--- src/rtl/uart_pkg.sv ---
// Shared definitions for the UART transmit arbiter: byte width, arbiter
// state encoding and an index-width helper that never returns zero.
package uart_pkg;

    localparam int UART_DATA_W = 8;

    typedef enum logic [1:0] {
        IDLE  = 2'd0,
        XFER  = 2'd1,
        DRAIN = 2'd2
    } arb_state_e;

    // Width of an index into n items; a single item still needs one bit.
    function automatic int idx_width(input int n);
        if (n <= 1) begin
            return 1;
        end
        return $clog2(n);
    endfunction

endpackage

--- src/rtl/uart_rr_pick.sv ---
// Rotating-priority search: returns the first asserted request found when
// scanning from rr_ptr upward and wrapping modulo NUM_REQ.
module uart_rr_pick
    import uart_pkg::*;
#(
    parameter int  NUM_REQ = 4,
    localparam int IDX_W   = idx_width(NUM_REQ)
) (
    input  logic [NUM_REQ-1:0] req,
    input  logic [IDX_W-1:0]   rr_ptr,
    output logic               found,
    output logic [IDX_W-1:0]   idx
);

    int pos;

    // Scan every offset from the pointer; the first hit wins.
    always_comb begin
        found = 1'b0;
        idx   = '0;
        pos   = 0;
        for (int k = 0; k < NUM_REQ; k++) begin
            pos = int'(rr_ptr) + k;
            if (pos >= NUM_REQ) begin
                pos = pos - NUM_REQ;
            end
            if (!found && req[IDX_W'(pos)]) begin
                found = 1'b1;
                idx   = IDX_W'(pos);
            end
        end
    end

endmodule

--- src/rtl/uart_tx_arbiter.sv ---
// Round-robin, burst-locked arbiter sharing one UART TX serializer among
// NUM_REQ byte streams. An owner keeps the serializer until it ends its
// burst (req_last, valid dropping, or MAX_BURST bytes); the arbiter then
// waits for the line to go idle so each source's bytes stay contiguous.
module uart_tx_arbiter
    import uart_pkg::*;
#(
    parameter int  NUM_REQ   = 4,
    parameter int  DATA_W    = UART_DATA_W,
    parameter int  MAX_BURST = 4,
    localparam int IDX_W     = idx_width(NUM_REQ),
    localparam int CNT_W     = $clog2(MAX_BURST + 1)
) (
    input  logic                      clk,
    input  logic                      rst_n,
    input  logic [NUM_REQ-1:0]        req_valid,
    input  logic [NUM_REQ*DATA_W-1:0] req_data,
    input  logic [NUM_REQ-1:0]        req_last,
    output logic [NUM_REQ-1:0]        req_ready,
    output logic                      tx_valid,
    output logic [DATA_W-1:0]         tx_data,
    input  logic                      tx_ready,
    input  logic                      tx_busy,
    output logic                      grant_active,
    output logic [IDX_W-1:0]          grant_id
);

    arb_state_e       state_q, state_d;
    logic [IDX_W-1:0] rr_ptr_q, rr_ptr_d;
    logic [IDX_W-1:0] grant_id_q, grant_id_d;
    logic             grant_active_q, grant_active_d;
    logic [CNT_W-1:0] burst_cnt_q, burst_cnt_d;

    logic              pick_found;
    logic [IDX_W-1:0]  pick_idx;

    logic              in_xfer;
    logic              owner_valid;
    logic              owner_last;
    logic [DATA_W-1:0] owner_data;
    logic              accept;
    logic              end_of_burst;
    logic [IDX_W-1:0]  next_ptr;

    uart_rr_pick #(
        .NUM_REQ (NUM_REQ)
    ) u_pick (
        .req    (req_valid),
        .rr_ptr (rr_ptr_q),
        .found  (pick_found),
        .idx    (pick_idx)
    );

    // Decode the current owner's request lines and the release conditions.
    always_comb begin
        in_xfer      = (state_q == XFER);
        owner_valid  = req_valid[grant_id_q];
        owner_last   = req_last[grant_id_q];
        owner_data   = req_data[grant_id_q*DATA_W +: DATA_W];
        accept       = in_xfer && owner_valid && tx_ready;
        // req_last and the burst cap may coincide; either one ends the burst.
        end_of_burst = owner_last || (burst_cnt_q == CNT_W'(MAX_BURST - 1));
        if (grant_id_q == IDX_W'(NUM_REQ - 1)) begin
            next_ptr = '0;
        end else begin
            next_ptr = grant_id_q + IDX_W'(1);
        end
    end

    // Owner's handshake passes straight through to the serializer in XFER.
    always_comb begin
        tx_valid  = 1'b0;
        tx_data   = '0;
        req_ready = '0;
        if (in_xfer) begin
            tx_valid              = owner_valid;
            tx_data               = owner_data;
            req_ready[grant_id_q] = tx_ready;
        end
        grant_active = grant_active_q;
        grant_id     = grant_id_q;
    end

    // Next-state logic for the IDLE -> XFER -> DRAIN -> IDLE cycle.
    always_comb begin
        state_d        = state_q;
        rr_ptr_d       = rr_ptr_q;
        grant_id_d     = grant_id_q;
        grant_active_d = grant_active_q;
        burst_cnt_d    = burst_cnt_q;
        unique case (state_q)
            IDLE: begin
                if (pick_found) begin
                    grant_id_d     = pick_idx;
                    burst_cnt_d    = '0;
                    grant_active_d = 1'b1;
                    state_d        = XFER;
                end
            end
            XFER: begin
                // A dropped valid ends the burst without moving a byte.
                if (!owner_valid || (accept && end_of_burst)) begin
                    state_d     = DRAIN;
                    rr_ptr_d    = next_ptr;
                    burst_cnt_d = '0;
                end else if (accept) begin
                    burst_cnt_d = burst_cnt_q + CNT_W'(1);
                end
            end
            DRAIN: begin
                // Hold ownership until the line is idle so bursts never mix.
                if (!tx_busy) begin
                    state_d        = IDLE;
                    grant_active_d = 1'b0;
                end
            end
            default: begin
                state_d        = IDLE;
                grant_active_d = 1'b0;
            end
        endcase
    end

    // Arbiter state registers with asynchronous clear.
    always_ff @(posedge clk or negedge rst_n) begin
        if (!rst_n) begin
            state_q        <= IDLE;
            rr_ptr_q       <= '0;
            grant_id_q     <= '0;
            grant_active_q <= 1'b0;
            burst_cnt_q    <= '0;
        end else begin
            state_q        <= state_d;
            rr_ptr_q       <= rr_ptr_d;
            grant_id_q     <= grant_id_d;
            grant_active_q <= grant_active_d;
            burst_cnt_q    <= burst_cnt_d;
        end
    end

endmodule

--- config.mk ---
export PLATFORM = sky130hd
export DESIGN_NAME = uart_tx_arbiter
export DESIGN_NICKNAME = d
export VERILOG_FILES = /design/src/rtl/uart_pkg.sv /design/src/rtl/uart_rr_pick.sv /design/src/rtl/uart_tx_arbiter.sv
export SDC_FILE = /design/constraint.sdc
export NUM_CORES = 1
export LEC_CHECK = 0
export BUFFER_PORTS_ARGS = -buffer_cell sky130_fd_sc_hd__buf_2
export CAP_MARGIN = 10
export CORE_MARGIN = 3
export CORE_UTILIZATION = 45
export DETAILED_ROUTE_END_ITERATION = 6
export HOLD_SLACK_MARGIN = 0.08
export PLACE_DENSITY = 0.87
export SLEW_MARGIN = 30
export SYNTH_ARGS = -nofsm -noshare
export SYNTH_HDL_FRONTEND = slang
export SYNTH_SLANG_ARGS = --single-unit
--- constraint.sdc ---
create_clock -name clk -period 5.5 [get_ports clk]
set_input_delay 0.825 -clock clk [delete_from_list [all_inputs] [get_ports clk]]
set_output_delay 0.825 -clock clk [all_outputs]
set_load 0.1 [all_outputs]
# ---- Yosys cells after proc, flatten, opt, wreduce, memory -nomap -nowiden
# Cells that the tools add are included.
dict set report totals {
  regBits 10
  wordCells 100
  in_bits 44
}
dict set report op_classes {
  mux 45
  n_lt_le_gt_ge 10
  addsub 9
  eq_ne 8
  n_bitwise 2
  n_shift 1
  n_reduce_logical 20
}
# operator n
set op_table {}
lappend op_table {{$shiftx 32x6->8} 1}
lappend op_table {{$mux 2} 12}
lappend op_table {{$mux 1} 18}
lappend op_table {{$lt 2x4->1 const B} 4}
lappend op_table {{$bmux 1 s2} 6}
lappend op_table {{$ge 3x3->1 const B} 3}
lappend op_table {{$mux 3} 3}
lappend op_table {{$reduce_and 3->1} 3}
lappend op_table {{$mux 8} 1}
lappend op_table {{$sub 2x1->2 const B} 4}
lappend op_table {{$logic_and 1x1->1} 7}
lappend op_table {{$add 2x2->3 const B} 2}
lappend op_table {{$pmux 2 s3} 1}
lappend op_table {{$pmux 3 s2} 1}
lappend op_table {{$and 4x4->4} 1}
lappend op_table {{$eq 2x2->1 const B} 2}
lappend op_table {{$logic_not 1->1} 4}
lappend op_table {{$mux 4} 1}
lappend op_table {{$ne 2x2->1 const B} 2}
lappend op_table {{$reduce_and 2->1} 2}
lappend op_table {{$add 2x1->3 const B} 1}
lappend op_table {{$add 3x1->3 const B} 1}
lappend op_table {{$eq 3x2->1 const B} 1}
lappend op_table {{$ge 2x3->1 const B} 1}
lappend op_table {{12 further kinds} 13}

# ---- Logic depth before layout (Yosys ltp)
# Gate-level depths: netlist of run 1.
dict set report logic_depth {
  depth_word 17
  depth_mapped 6
}

# ---- Hierarchy
# Synthesis of run 1 repeated with hierarchy kept, for this count alone.
dict set report hier_totals {
  hier_cells 93
  hier_area_um2 917.1
}
# mod n_inst cells_per_inst area_per_inst_um2
set modules_own_cells {}
lappend modules_own_cells {uart_tx_arbiter 1 78 839.6}
lappend modules_own_cells {uart_rr_pick 1 15 77.6}

# ---- Worst setup path after synthesis of run 1
# No wires, ideal clock.
dict set report synth_timing {
  path_type {register to output}
  from {register grant_id_q[0] (netlist: grant_id[0])}
  to {output tx_data[0]}
  n_path_buf 1
  path_slack_ns 2.215
  required_time_ns 4.675
  arrival_time_ns 2.460
  path_stages_with_launch 4
  cell_sequence {dfrtp_1 buf_2 mux4_2 and2_1}
}
dict set report synth_between {
  elab_chain_len 2
}
# element line_no
set synth_lines {}
lappend synth_lines {{start, declared} uart_tx_arbiter.sv:30} ;# logic [IDX_W-1:0] grant_id_q, grant_id_d;
lappend synth_lines {{start signal, assigned} uart_tx_arbiter.sv:135} ;# grant_id_q <= grant_id_d;
lappend synth_lines {{$shiftx 32x6->8} uart_tx_arbiter.sv:59} ;# owner_data = req_data[grant_id_q*DATA_W +: DATA_W];
lappend synth_lines {{$mux 8} uart_tx_arbiter.sv:75} ;# if (in_xfer) begin
lappend synth_lines {{end, declared} uart_tx_arbiter.sv:21} ;# output logic [DATA_W-1:0] tx_data,
# No other way between the ends.

# ---- Final worst setup path of run 1
dict set report layout_timing {
  from {register grant_id_q[0] (netlist: grant_id[0])}
  to {output tx_valid}
}
dict set report layout_between {
  elab_chain_len 3
}
# element line_no
set layout_lines {}
lappend layout_lines {{$bmux 1 s2} uart_tx_arbiter.sv:57} ;# owner_valid = req_valid[grant_id_q];
lappend layout_lines {{$mux 1 (implied by the code)} uart_tx_arbiter.sv:57}
lappend layout_lines {{$mux 1} uart_tx_arbiter.sv:75}
lappend layout_lines {{end, declared} uart_tx_arbiter.sv:20} ;# output logic tx_valid,
# No other way between the ends. The select of a mux whose other input is x is not followed.

==> flow_summary.toml, run 1 <==
[floorplan]
initial_core_util = 0.5052
die_area_um2 = 2622
die_y_um = 51.21
die_x_um = 51.21
coreArea_um2 = 1821
rows = 15
io_pins = 60

[sta]
period_share = 0.5550
fmaxAchievable_mhz = 327.6
fin_tns_setup_ns = 0
finalSetupViolCount = 0
fin_ws_ns = 2.447
tightestPinTransition_ns = 0.7821
rsz0062_at_grt = "false"
slew-limit-headroom = 0.4786
slew_viol_final = 0
finalHoldViolCount = 0
skew_ns = 0.0007254
fin_crit_ns = 3.053

[run_status]
status = "completed"

[finish]
fin_nets = 202
fill_cells = 150
areaGrowthSynthToFinish_pct = 36.46
drive_gt1_frac = 0.4933
multi_input_area_um2 = 621.8
regArea_um2 = 250.2
diodes = 0

[setup_path]
required_ns = 4.68
timing.rr.start = "grant_id[0]$_DFFE_PN0P_"
criticalPathCategory = "reg -> out"
cp-start-kind = "flip-flop"
endpoint_kind = "output pin"
startpoint = "grant_id[0]$_DFFE_PN0P_"
r2r_setup_slack_ns = 3.18
worstPathArrival_ns = 2.23
critical_path.max_fanout = 16

[grt]
grt_pass1_wl_mm = 3.829
first_global_vias = 936
gr-usage-all-layers = 0.1957
grt-ovfl-total = 0
antenna_found_initial = 0
grt_max_degree = 17

[job]
cap_violations = 0

[pwr]
p_leak_nw = 0.6649
finalPower_uw = 851.7
cellPowerDensity_nw_per_um2 = 678.7
ir_drop_mv = 0.4450

[clock_tree]
cts_max_path_buffers = 2
cts_resized = 0
post-cts-setup-buffers = 0
cts_sinks = 10
cts_root_buffer = "clkbuf_4"
clk_pin_slew_ns = 0.06
tritoncts = "done"
cts_buffers = 3
h-tree-depth = 1
insertion_delay_ns = 0.26
holdBufCountCts = 0

[synthesis]
synth_warnings = 0
syn_nets = 141
yosysUniqueCellTypes = 27
postSynth.asyncResetShare = 1.000
ys_top_cells_by_area = "dfrtp_1, mux4_2, ha_1"
yosys.area.top_type = "dfrtp_1"
ys_ff_latch = 10
yosys.area.top_type_share = 0.2721
synth_flop_cell = "dfrtp_1"
syn-mean-instance-area_um2 = 10.11
synth-edff-count = 0
synthCells = 91
synth.most_common_cell = "dfrtp_1"
synth_commonest_cells = "dfrtp_1, and2_1, inv_1, mux4_2, ha_1"
yosysSeqAreaShare = 0.2721
syn_area_um2 = 919.6

[routing]
first_pass_iters = 4
drt_wl_total_mm = 2.516
avgRoutedWirePerCell_um = 14.38
viasPerCell = 5.486
vias = 960
postRouteAntennaNets = 0
drc_errors = 0
drt_iter0_markers = 10

[placement]
post-dp-hpwl_mm = 2.125
gp_congestion = 0.7447
io_buffers = 59
dp_slack_ns = 2.722

[hold_path]
min_path_type = "in -> async"
==> kinds of logic (layout without fill, tap and decap cells) <==
kind of cell	count (synthesis)	in the layout	share of synthesized area
AOI/OAI and AO/OA	15	15	0.1088
and+or+nand+nor	33	33	0.1973
buffers and inverters	12	71	0.05169
muxes	15	15	0.2884
adders and majority gates	6	6	0.08163
DFF	10	10	0.2721
==> metal layers <==
layer  track usage  part of all wire  vias up
met2        0.3369              0.47       58
li1              -                 -      455
met3       0.06122              0.11        6
met4       0.09865             0.021        0
met1        0.2144              0.40      441
met5             0                 0        -
==> critical path, stage by stage, from the launching register on <==
cell,delay (ns)
dfrtp_1,0.85
mux4_2,0.62
and2_1,0.20
buf_2,0.29
==> per-stage QoR <==
step | util | hold WS, ns | area (µm²) | std cells
floorplan | - | 0.4485 | 919.6 | 91
global placement | 0.6770 | 0.4591 | 1232 | 172
detailed placement | 0.6770 | 0.4682 | 1232 | 172
CTS | 0.6893 | 0.4196 | 1255 | 175
global route | 0.6893 | 0.4110 | 1255 | 175
finish | 0.6893 | 0.4100 | 1255 | 175
==> layout make-up <==
cell class                 instances  area share
tap                               25     0.02493
clock buffer                       3     0.01795
timing repair buffer              59      0.2353
sequential                        10      0.1994
inverter                           9     0.02692
multi-input combinational         69      0.4955
==> path summary, 6_finish.rpt <==
kind,to,cells after the start
setup reg to reg,burst_cnt_q[0]$_DFFE_PN0P_,4
max in group asynchronous,grant_id[0]$_DFFE_PN0P_,1
hold / removal,grant_active$_DFFE_PN0P_,1
setup / recovery,tx_valid,3
min in group clk,burst_cnt_q[2]$_DFFE_PN0P_,2
hold reg to reg,burst_cnt_q[2]$_DFFE_PN0P_,2
==> sequential cells by signal (all words and copies together) (netlist names) <==
register	count
rr_ptr_q	2
grant_active	1
state_q	2
burst_cnt_q	3
grant_id	2
==> placed cells by master, fill, tap and decap left out, drive strengths merged <==
cell	netlist	final
buf	2	59
nand2b	3	3
o22ai	1	1
nor4	1	1
o21ai	5	5
mux2	2	2
mux2i	4	4
a31oi	1	1
nor2b	3	3
or2	1	1
ha	6	6
clkbuf	1	3
a31o	1	1
o31ai	2	2
nor3	1	1
a221o	2	2
a221oi	1	1
nand2	5	5
inv	9	9
a21oi	2	2
and2	9	9
and3	4	4
dfrtp	10	10
nand3b	1	1
nor2	5	5
mux4	9	9
==> power by group <==
part	total, mW	internal (mW)	switching (mW)
Sequential	0.174	0.103	0.0715
Clock	0.0493	0.0253	0.0240
Combinational	0.628	0.180	0.449
Total	0.852	0.308	0.544
No activity file was read; power rests on OpenSTA's default activity.
==> run 2: changes to the inputs <==
- CORE_UTILIZATION: 45 -> 38
- PLACE_DENSITY: 0.87 -> 0.78
- clock period: 5.5 -> 2.5 ns (I/O delays scaled with it)
==> run 2 against run 1 <==
Against the previous run: sequential power increased by 120%; non-clock buffer count increased by 2; hold slack got worse by 0.021 ns; global-route usage decreased by 3.5 points; clock power increased by 130%; first-iteration DRC count increased by 70%; highest routed layer unchanged; wire length decreased by 1.7%.
==> flow_summary.toml, run 2 (synthesized netlist as in run 1, its figures left out) <==
[sta]
tightestPinTransition_ns = 0.5057
fin_tns_setup_ns = 0
finalHoldViolCount = 0
fin_crit_ns = 2.373
slew_viol_final = 0
fmaxAchievable_mhz = 421.4
rsz0062_at_grt = "false"
finalSetupViolCount = 0
slew-limit-headroom = 0.6597
period_share = 0.9491
skew_ns = 0.01040
whs_ns = 0.3888

[setup_path]
r2r-end = "burst_cnt_q[0]$_DFFE_PN0P_"
endpoint_kind = "output pin"
required_ns = 2.12
timing.rr.start = "grant_id[0]$_DFFE_PN0P_"
worstPathArrival_ns = 2.00
r2r_setup_slack_ns = 0.44
path_cells = "mux4_2 > and2_2 > buf_2"
path_delay_family = "flip-flops"
cp_slowest_cell = "dfrtp_2"
cp_num_buf_inv = 1
critical_path.max_fanout = 16
worst-r2r-cell-count = 4
criticalPathCategory = "reg -> out"
cp-start-kind = "flip-flop"
cpPeakStageDelay_ns = 0.63

[clock_tree]
post-cts-setup-buffers = 0
cts_max_path_buffers = 2
insertion_delay_ns = 0.27
cts_sinks = 10
clk_pin_slew_ns = 0.07
cts_root_buffer = "clkbuf_4"
tritoncts = "done"
cts_buffers = 3
h-tree-depth = 1

[finish]
layoutNonFillerInstCount = 181
drive_gt1_frac = 0.5098
areaGrowthSynthToFinish_pct = 39.59
regMostFlops = "burst_cnt_q"
fin_nets = 204
diodes = 0
largest_register_ffs = 3
fill_cells = 213
final_cell_mix = "buf_2, inv_1, mux4_2"
fin_util = 0.5694
mostFrequentLayoutCell = "buf_2"

[job]
cap_violations = 0

[grt]
grt_pass1_wl_mm = 3.574
antenna_found_initial = 0
first_global_vias = 848
grt_max_degree = 17
grt-ovfl-total = 0
gr-usage-all-layers = 0.1606

[hold_path]
whs_path_depth = 3
worstHoldEndpoint = "state_q[1]$_DFFE_PN0P_"
hold_start = "tx_busy"
min_path_type = "in -> reg"

[floorplan]
die_y_um = 55.20
io_pins = 60
rows = 17
coreArea_um2 = 2255
die_area_um2 = 3046
initial_core_util = 0.4079
die_x_um = 55.20

[routing]
viasPerCell = 5.337
vias = 966
first_pass_iters = 4
postRouteAntennaNets = 0
drt_wl_total_mm = 2.473
drt_iter0_markers = 17
avgRoutedWirePerCell_um = 13.66
drc_errors = 0

[placement]
gp_congestion = 0.8530
post-dp-hpwl_mm = 2.111
place_inst = 176
io_buffers = 59

[run_status]
status = "completed"

[pwr]
p_leak_nw = 0.6737
cellPowerDensity_nw_per_um2 = 1474
ir_drop_mv = 1.075
==> run 2: tightest hold or removal path, cell delays in order <==
cell,delay [ns]
buf_2,0.11
nand2_1,0.05
o21ai_0,0.06
==> run 2: power breakdown <==
group / switching [mW] / total (mW) / internal (mW)
sequential: 0.149 / 0.379 / 0.230
combinational: 0.988 / 1.40 / 0.411
clock: 0.0528 / 0.114 / 0.0615
total: 1.19 / 1.89 / 0.702
==> run 2: repair_timing <==
item | CTS | global route
hold buffers | 1 | 0
resized for setup | 0 | 0
hold endpoints to repair | 10 | 0
==> run 2: routing by layer <==
| layer | routed length (µm) | track usage | part of all wire |
|---|---|---|---|
| met3 | 339 | 0.03217 | 0.14 |
| met5 | 0 | 0 | 0 |
| met4 | 14 | 0.04858 | 0.0057 |
| met1 | 1014 | 0.2053 | 0.41 |
| met2 | 1104 | 0.2717 | 0.45 |
==> run 2: stage by stage <==
step	cell area [µm²]	total power [mW]	worst slack (ns)
global placement	1247	1.749	0.4261
global route	1284	2.007	0.03159
detailed placement	1247	1.784	0.3977
CTS	1284	1.905	0.09698
finish	1284	1.892	0.1272
floorplan	923.4	1.541	0.01097
==> run 2: layout make-up <==
| class | instances | area, µm² | share of cell area |
|---|---|---|---|
| multi-input combinational | 69 | 623.1 | 0.4854 |
| timing repair buffer | 61 | 312.8 | 0.2437 |
| sequential | 10 | 252.7 | 0.1969 |
| tap | 28 | 35.03 | 0.02729 |
| inverter | 9 | 33.78 | 0.02632 |
| clock buffer | 4 | 26.28 | 0.02047 |
==> run 2: how the worst max path moves through the flow <==
| stage | slack (ns) | startpoint | endpoint | cells after the start |
|---|---|---|---|---|
| 5_1_grt | 0.03 | grant_id[0]$_DFFE_PN0P_ | tx_valid | 3 |
| 3_3_place_gp | 0.43 | grant_id[0]$_DFFE_PN0P_ | tx_valid | 3 |
| 4_1_cts | 0.1 | grant_id[0]$_DFFE_PN0P_ | tx_valid | 3 |
| 3_5_place_dp | 0.40 | grant_id[0]$_DFFE_PN0P_ | tx_valid | 3 |
| 6_report | 0.13 | grant_id[0]$_DFFE_PN0P_ | tx_valid | 3 |
| 2_1_floorplan | 0.01 | grant_id[0]$_DFFE_PN0P_ | tx_data[0] | 3 |
